### src/rtl/ipm_codec_if.sv
// Request/response bundle between a requester and the ipm_codec masking codec.
interface ipm_codec_if #(
  parameter int unsigned N = 4
) ();
  localparam int unsigned WIDTH = N * 8;

  logic             req_valid_i;
  logic             req_ready_o;
  logic             mode_i;
  logic [WIDTH-1:0] data_i;
  logic [WIDTH-1:0] rnd_i;
  logic             rsp_valid_o;
  logic             rsp_ready_i;
  logic [WIDTH-1:0] result_o;

  modport slave (
    input  req_valid_i, mode_i, data_i, rnd_i, rsp_ready_i,
    output req_ready_o, rsp_valid_o, result_o
  );

  modport master (
    output req_valid_i, mode_i, data_i, rnd_i, rsp_ready_i,
    input  req_ready_o, rsp_valid_o, result_o
  );
endinterface

### src/rtl/ipm_codec.sv
// Iterative IPM encoder/decoder: converts a byte to/from N inner-product-masked
// shares using one GF(256) multiplier, one L[k]*B[k] term per cycle.
module ipm_codec #(
  parameter int unsigned N = 4
) (
  input logic        clk_i,
  input logic        reset_i,
  input logic        clear_i,
  ipm_codec_if.slave bus
);
  localparam int unsigned WIDTH = N * 8;
  localparam logic [1:0]  KLast = 2'(N - 1);

  if (N < 2 || N > 4) begin : g_bad_n
    $error("ipm_codec: N must be in 2..4");
  end

  typedef enum logic [1:0] {StIdle, StCalc, StDone} state_e;

  state_e           state_q, state_d;
  logic             mode_q;
  // Only shares 1..N-1 are needed after the handshake; share/secret 0 seeds acc.
  logic [WIDTH-9:0] data_q;
  logic [WIDTH-9:0] rnd_q;
  logic [7:0]       acc_q;
  logic [1:0]       k_q;
  logic [WIDTH-1:0] result_q;

  logic [7:0]       l_sel;
  logic [7:0]       b_sel;
  logic [WIDTH-9:0] b_vec;
  logic [7:0]       acc_next;

  // GF(256) multiply, polynomial 0x11B.
  function automatic logic [7:0] gf_mul(input logic [7:0] a, input logic [7:0] b);
    logic [7:0] p;
    logic [7:0] aa;
    p  = 8'h00;
    aa = a;
    for (int i = 0; i < 8; i++) begin
      if (b[i]) p = p ^ aa;
      aa = {aa[6:0], 1'b0} ^ (aa[7] ? 8'h1B : 8'h00);
    end
    return p;
  endfunction

  // Multiplier operands selected by k only; no path from handshake inputs.
  always_comb begin
    l_sel = 8'h01;
    unique case (k_q)
      2'd1:    l_sel = 8'h1B;
      2'd2:    l_sel = 8'hFA;
      2'd3:    l_sel = 8'hBC;
      default: l_sel = 8'h01;
    endcase
    b_vec = mode_q ? data_q : rnd_q;
    b_sel = 8'h00;
    for (int i = 1; i < N; i++) begin
      if (k_q == 2'(i)) b_sel = b_vec[WIDTH-1-8*i -: 8];
    end
    acc_next = acc_q ^ gf_mul(l_sel, b_sel);
  end

  // State register.
  always_ff @(posedge clk_i or posedge reset_i) begin
    if (reset_i) state_q <= StIdle;
    else         state_q <= state_d;
  end

  // Next-state logic; clear overrides every other event.
  always_comb begin
    state_d = state_q;
    if (clear_i) begin
      state_d = StIdle;
    end else begin
      unique case (state_q)
        StIdle:  if (bus.req_valid_i) state_d = StCalc;
        StCalc:  if (k_q == KLast) state_d = StDone;
        StDone:  if (bus.rsp_ready_i) state_d = StIdle;
        default: state_d = StIdle;
      endcase
    end
  end

  // Outputs decoded from state and the registered result.
  always_comb begin
    bus.req_ready_o = (state_q == StIdle);
    bus.rsp_valid_o = (state_q == StDone);
    bus.result_o    = result_q;
  end

  // Datapath: operand latch, accumulation, result capture and scrubbing.
  always_ff @(posedge clk_i or posedge reset_i) begin
    if (reset_i) begin
      mode_q   <= 1'b0;
      data_q   <= '0;
      rnd_q    <= '0;
      acc_q    <= 8'h00;
      k_q      <= 2'd1;
      result_q <= '0;
    end else if (clear_i) begin
      acc_q    <= 8'h00;
      k_q      <= 2'd1;
      result_q <= '0;
    end else begin
      unique case (state_q)
        StIdle: begin
          if (bus.req_valid_i) begin
            mode_q <= bus.mode_i;
            data_q <= bus.data_i[WIDTH-9:0];
            rnd_q  <= bus.rnd_i[WIDTH-9:0];
            // L[0] = 1, so share 0 enters the sum unmultiplied.
            acc_q  <= bus.mode_i ? bus.data_i[WIDTH-1 -: 8] : bus.data_i[7:0];
            k_q    <= 2'd1;
          end
        end
        StCalc: begin
          acc_q <= acc_next;
          k_q   <= k_q + 2'd1;
          if (k_q == KLast) begin
            k_q      <= 2'd1;
            result_q <= mode_q ? {{(WIDTH-8){1'b0}}, acc_next} : {acc_next, rnd_q};
          end
        end
        StDone: begin
          // Scrub so no unmasked value lingers once consumed.
          if (bus.rsp_ready_i) begin
            acc_q    <= 8'h00;
            result_q <= '0;
          end
        end
        default: ;
      endcase
    end
  end
endmodule

### src/flat_wrapper.sv
// flat-port wrapper written by rule: the top's interface ports become plain ports
module ipm_codec_flat 
#(
  parameter int unsigned N = 4
)
  (clk_i, reset_i, clear_i, bus_req_valid_i, bus_mode_i, bus_data_i, bus_rnd_i, bus_rsp_ready_i, bus_req_ready_o, bus_rsp_valid_o, bus_result_o);
  ipm_codec_if #(.N(N)) bus_i ();
  input logic clk_i;
  input logic reset_i;
  input logic clear_i;
  input wire logic [$bits(bus_i.req_valid_i)-1:0] bus_req_valid_i;
  input wire logic [$bits(bus_i.mode_i)-1:0] bus_mode_i;
  input wire logic [$bits(bus_i.data_i)-1:0] bus_data_i;
  input wire logic [$bits(bus_i.rnd_i)-1:0] bus_rnd_i;
  input wire logic [$bits(bus_i.rsp_ready_i)-1:0] bus_rsp_ready_i;
  output wire logic [$bits(bus_i.req_ready_o)-1:0] bus_req_ready_o;
  output wire logic [$bits(bus_i.rsp_valid_o)-1:0] bus_rsp_valid_o;
  output wire logic [$bits(bus_i.result_o)-1:0] bus_result_o;
  assign bus_i.req_valid_i = bus_req_valid_i;
  assign bus_i.mode_i = bus_mode_i;
  assign bus_i.data_i = bus_data_i;
  assign bus_i.rnd_i = bus_rnd_i;
  assign bus_i.rsp_ready_i = bus_rsp_ready_i;
  assign bus_req_ready_o = bus_i.req_ready_o;
  assign bus_rsp_valid_o = bus_i.rsp_valid_o;
  assign bus_result_o = bus_i.result_o;
  ipm_codec #(.N(N)) u_core (.clk_i(clk_i), .reset_i(reset_i), .clear_i(clear_i), .bus(bus_i));
endmodule
### config.mk
export PLATFORM = sky130hd
export DESIGN_NAME = ipm_codec_flat
export DESIGN_NICKNAME = d
export VERILOG_FILES = /design/src/rtl/ipm_codec_if.sv /design/src/rtl/ipm_codec.sv /design/src/flat_wrapper.sv
export SDC_FILE = /design/constraint.sdc
export NUM_CORES = 1
export LEC_CHECK = 0
export BUFFER_PORTS_ARGS = -buffer_cell sky130_fd_sc_hd__buf_2
export CAP_MARGIN = 20
export CORE_UTILIZATION = 32
export DETAILED_ROUTE_END_ITERATION = 10
export PLACE_DENSITY = 0.53
export SETUP_SLACK_MARGIN = 0.4
export SYNTH_ARGS = -nofsm -noshare
export SYNTH_HDL_FRONTEND = slang
export SYNTH_SLANG_ARGS = --single-unit
### constraint.sdc
create_clock -name clk_i -period 3.65 [get_ports clk_i]
set_input_delay 0.5475 -clock clk_i [delete_from_list [all_inputs] [get_ports clk_i]]
set_output_delay 0.5475 -clock clk_i [all_outputs]
set_load 0.01 [all_outputs]
; Yosys cells after proc, flatten, opt, wreduce, memory -nomap -nowiden
; Index checks and enable logic that the tools add are counted.
[word_totals]
register_bits = 93
in_bits = 70
output_inout_bits = 34
word_cells = 79
[op_classes]
addsub = 1
eq_ne = 8
n_mux = 38
n_bitwise = 16
n_reduce_logical = 9
[op_table]
columns = operator, count
row1 = $mux W32, 4
row2 = $mux W8, 15
row3 = $xor A8 B8 Y8, 15
row4 = $pmux W32 S2, 1
row5 = $pmux W8 S3, 2
row6 = $mux W5, 7
row7 = $mux W24, 1
row8 = $mux W2, 6
row9 = $reduce_and A3 Y1, 4
row10 = $eq A2 B2 Y1 const B, 3
row11 = $ne A3 B3 Y1 const B, 2
row12 = $pmux W2 S3, 1
row13 = $reduce_bool A3 Y1, 2
row14 = $eq A2 B1 Y1 const B, 2
row15 = $pmux W2 S2, 1
row16 = $reduce_bool A4 Y1, 1
row17 = $ne A3 B2 Y1 const B, 1
row18 = $add A2 B1 Y2 const B, 1
row19 = $logic_not A2 Y1, 1
row20 = $reduce_and A2 Y1, 1
row21 = $not A1 Y1, 1

; Depth between registers and ports, before layout
[depth]
ltp_word = 24
ltp_mapped = 13
ltp_nobuf = 10

; Worst setup path before layout
; Ideal clock, no wire load.
[synth_path]
path_kind = register to register
startpoint = reg u_core.k_q[0]
endpoint = reg u_core.acc_q[7]
setup_time_ns = 0.140
arrival_time_ns = 2.783
required_ns = 3.510
path_slack_ns = 0.727
path_stages_with_launch = 14
n_path_buf = 3
synth_period_minus_slack_ns = 2.923
path_cell_list = dfstp_2 > inv_1 > ha_1 > buf_2 > nor2b_1 > buf_2 > a22oi_1 > and2_1 > clkbuf_1 > nand2_1 > xnor2_1 > xnor3_1 > xnor2_1 > o221ai_1
[synth_via]
elab_chain_cells = 22
elab_cells_between_ends = 36
classes_between = eq/ne: 3 / mux: 18 / bitwise: 15
[synth_rtl]
columns = item, line
row1 = from (decl), ipm_codec.sv:26  ; logic [1:0] k_q;
row2 = from (signal assigned), ipm_codec.sv:119  ; k_q <= k_q + 2'd1;
row3 = $eq A2 B1 Y1, "ipm_codec.sv:50, ipm_codec.sv:59"
row4 = $mux W8 (3 in series), ipm_codec.sv:59  ; if (k_q == 2'(i)) b_sel = b_vec[WIDTH-1-8*i -: 8];
row5 = $mux W8, ipm_codec.sv:41  ; if (b[i]) p = p ^ aa;
row6 = $xor A8 B8 Y8, ipm_codec.sv:41
row7 = $mux W8, ipm_codec.sv:41
row8 = $xor A8 B8 Y8, ipm_codec.sv:41
row9 = $mux W8, ipm_codec.sv:41
row10 = $xor A8 B8 Y8, ipm_codec.sv:41
row11 = [4 not listed], n/a
row12 = $mux W8, ipm_codec.sv:41
row13 = $xor A8 B8 Y8, ipm_codec.sv:41
row14 = $mux W8, ipm_codec.sv:41
row15 = $xor A8 B8 Y8, ipm_codec.sv:41
row16 = $mux W8 *, ipm_codec.sv:41
row17 = $xor A8 B8 Y8 *, ipm_codec.sv:61  ; acc_next = acc_q ^ gf_mul(l_sel, b_sel);
row18 = $pmux W8 S3 *, ipm_codec.sv:106  ; unique case (state_q)
row19 = $mux W8 *, ipm_codec.sv:101  ; end else if (clear_i) begin
row20 = to (signal assigned), ipm_codec.sv:113  ; acc_q <= bus.mode_i ? bus.data_i[WIDTH-1 -: 8] : bus.data_i[7:0];
row21 = to (signal assigned), ipm_codec.sv:118  ; acc_q <= acc_next;
row22 = to (decl), ipm_codec.sv:25  ; logic [7:0] acc_q;
; Mark *: on every way between the ends. The rest lies on a longest branch, timed or not.
; A chain may end at the register's enable or synchronous reset.

; Worst setup path after layout
[layout_path]
startpoint = reg u_core.k_q[0]
endpoint = reg u_core.acc_q[2]
; Same word-level chain as after synthesis.

==> run_results.csv <==
group,metric,value,unit
setup_path,rrSetupSlack,0.54,ns
global_route,grt_pass1_vias,3825,
die,coreArea,15900,µm²
yosys,syn_inst,462,
final_layout,final_common_cell,"buf_2",
placed_design,portBuffers,95,
clocking,clk_path_buf_depth,2,
sta,min_period,3.11,ns
final_layout,final_cell_mix,"95 x buf_2, 92 x dfrtp_1, 63 x mux2_2, 37 x nand2_1, 30 x xnor2_1",
global_route,track_usage,17.4,%
placed_design,gp_congestion,0.880,
final_layout,post_route_cells_drive_above_1_share,38.7,%
sta,rsz0062_at_grt,"yes",
final_layout,area_growth,21.6,%
setup_path,cp.required,3.88,ns
setup_path,cp.arrival,3.34,ns
sta,maxSlewHeadroom,54.5,%
setup_path,cpPeakStageDelay,0.59,ns
final_layout,fill_cells,1583,
yosys,syn-cell-area,5250,µm²
setup_path,crit_fanout,17,
yosys,syn_nets,544,
setup_path,slowest_stage,"dfstp_2",
final_layout,multiInputGateArea,2840,µm²
yosys,syn_avg_cell_area,11.4,µm²
clocking,path_clk_slew,0.07,ns
die,pin_count,104,
setup_path,critical_path.cell_chain,"inv_1, ha_1, buf_4, nor2_2, nand3_1, and2_2, nand2b_1, xnor2_1, xnor2_1, xnor2_1, buf_4, a221o_1",
yosys,synthAdderAreaFrac,2.86,%
setup_path,cp-start-kind,"flip-flop",
outcome,status,"completed",
die,rows,46,
yosys,synth-main-ff-cell,"dfrtp_1",
sta,hold_viol,0,
setup_path,critPathKind,"reg2reg",
clocking,htreeDepth,3,
clocking,cts-buffers-inserted,9,
final_layout,seqCellArea,2330,µm²
power_and_ir_drop,vdd_drop_max,393,µV
yosys,synth_top_family_by_area,"multiplexers",
clocking,clock_tree.root_cell,"clkbuf_16",
sta,clock.fmax,322,MHz
route,wl_per_cell,17.8,µm
clocking,cts_tree,"done",
placed_design,placed_area,5970,µm²
final_layout,diodes,0,
global_route,grt_overflow,0,
die,die-area,16900,µm²
yosys,ys_seq_elements,93,
die,die_h,130,µm
yosys,ys_async_sr_fraction,100,%
route,dr.pass1.iters,4,
min_path,hp-class,"in2async",
route,wl,13900,µm
sta,slew_viol_final,0,
sta,setup_violations,0,
route,viasPerCell,4.98,
yosys,synth_cell_types,48,
final_layout,final_cell_area,6390,µm²
final_layout,final_nets,638,
clocking,cts_sinks,93,
die,dieWidth,130,µm
power_and_ir_drop,leakagePower,2.97,nW
flow_run,drv_cap,0,
yosys,synth_compound_area_share,13.1,%
sta,finalCritPeriodShare,85.1,%
yosys,yosysWarnings,0,
clocking,worstSkewPairLatency,0.35,ns
sta,worst_slew_pin_slew,0.683,ns
global_route,antenna_found_initial,0,
route,final_antenna_net_count,0,
sta,tns,0,ns
sta,fin_worst_skew,0.00934,ns
route,vias,3867,
yosys,synth_xor_area_share,9.39,%
placed_design,dp_hpwl,10400,µm
route,drt-initial-drc-count,172,
yosys,synth-simple-area-share,8.62,%
setup_path,crit_top_cell,"xnor2_1",
global_route,grt_max_degree,57,
global_route,grt_pass1_wl,21600,µm
setup_path,endpoint_kind,"flip-flop",
die,start_util,32.9,%
yosys,muxShareOfSynthArea,18.3,%
route,drc,0,
yosys,synth_edf_count,0,
yosys,ys_seq_area_share,44.3,%
power_and_ir_drop,pwr_density_cell,823,nW/µm²
-- state kept, by name, indices dropped and copies added (netlist names) --
name,count
u_core.acc_q,8
u_core.bus.result_o,32
u_core.data_q,24
u_core.k_q,2
u_core.mode_q,1
u_core.rnd_q,24
u_core.state_q,2
-- worst paths after layout --
check	from	endpoint	depth (start not counted)
min in group clk_i	bus_rnd_i[12]	u_core.rnd_q[12]	2
worst min register to register	u_core.bus.result_o[24]	u_core.bus.result_o[24]	2
worst min-delay path	reset_i	u_core.bus.result_o[8]	2
worst max register to register	u_core.k_q[0]	u_core.acc_q[2]	12
max in group asynchronous	reset_i	u_core.data_q[22]	3
worst max-delay path	u_core.k_q[0]	u_core.acc_q[2]	12
-- routing by layer --
layer / track usage, % / share of wire [%] / up-vias
li1: - / - / 1824
met1: 24.0 / 47 / 1928
met2: 27.7 / 47 / 105
met3: 3.40 / 5.1 / 10
met4: 4.86 / 1.0 / 0
met5: 0 / 0 / -
-- cells by family (layout without fill, tap and decap cells) --
| kind of cell | Yosys count | in the layout |
|---|---|---|
| adders and majority gates | 12 | 12 |
| DFF | 93 | 93 |
| xor gates and xnor gates | 50 | 50 |
| AOI/OAI and AO/OA | 91 | 91 |
| buffers and inverters | 36 | 135 |
| muxes | 86 | 86 |
| and+or+nand+nor | 94 | 94 |
-- where the power goes --
| part | total, W | leakage, nW | internal, W | switching, W |
|---|---|---|---|---|
| logic | 0.00290 | 1.66 | 0.00133 | 0.00157 |
| clock network | 0.000952 | 0.142 | 0.000551 | 0.000401 |
| registers | 0.00140 | 1.18 | 0.00124 | 0.000160 |
| total | 0.00525 | 2.97 | 0.00312 | 0.00213 |
-- synthesized netlist by cell type, types with 2 or more instances --
library cell | instances | area share (%)
xnor3_1 | 4 | 1.7
clkbuf_1 | 14 | 1.0
buf_2 | 3 | 0.29
nor2b_1 | 12 | 1.4
dfrtp_1 | 92 | 44
mux2_2 | 63 | 14
a22o_1 | 23 | 3.8
a221o_1 | 3 | 0.57
a22oi_1 | 9 | 1.3
buf_12 | 2 | 0.76
o221ai_1 | 5 | 0.83
buf_1 | 9 | 0.64
o211ai_1 | 2 | 0.29
nor2_1 | 15 | 1.1
a21o_1 | 4 | 0.57
a211oi_1 | 4 | 0.57
nor3_1 | 4 | 0.38
xor2_1 | 9 | 1.5
and2_1 | 4 | 0.48
o21ai_0 | 18 | 1.7
ha_1 | 12 | 2.9
xnor2_1 | 37 | 6.2
nand3b_1 | 2 | 0.29
nand2_1 | 37 | 2.6
inv_1 | 7 | 0.50
or3_1 | 2 | 0.24
or2_2 | 3 | 0.36
nand3_1 | 6 | 0.57
o21ai_1 | 2 | 0.19
nand2b_1 | 5 | 0.60
mux2i_1 | 21 | 4.0
a21oi_1 | 12 | 1.1
o21a_1 | 2 | 0.29
-- stage by stage --
step	utilization, %	setup WS [ns]	total power (W)	hold WS, ns	std cells
2_1_floorplan	-	0.684	0.00325	0.458	462
3_3_place_gp	37.5	0.345	0.00401	0.468	758
3_5_place_dp	37.5	0.310	0.00403	0.476	758
4_1_cts	39.5	0.413	0.00504	0.286	774
5_1_grt	40.1	0.341	0.00554	0.310	777
6_report	40.1	0.544	0.00525	0.261	777
-- timing repair --
item                       4_1_cts  5_1_grt
setup endpoints to repair       11       20
buffers inserted                 0        2
gates resized for setup          3       14
hold buffers                     0        0
pin swaps                        0        3
-- worst max-delay path, delay by kind of cell, from the launching register on --
family / cells / cell delay (ns)
DFF: 1 / 0.59
and+or+nand+nor: 4 / 0.88
AOI/OAI and AO/OA: 1 / 0.32
buffers and inverters: 3 / 0.48
xor gates and xnor gates: 3 / 0.48
adders and majority gates: 1 / 0.23
-- final cells by class --
cell class | count | share of cell area (%)
tap | 216 | 4.23
clock buffer | 11 | 3.80
multi-input combinational | 333 | 44.4
sequential | 93 | 36.5
inverter | 7 | 0.431
clock inverter | 5 | 0.921
timing repair buffer | 112 | 9.76
Power figures use the tool's default switching activity.
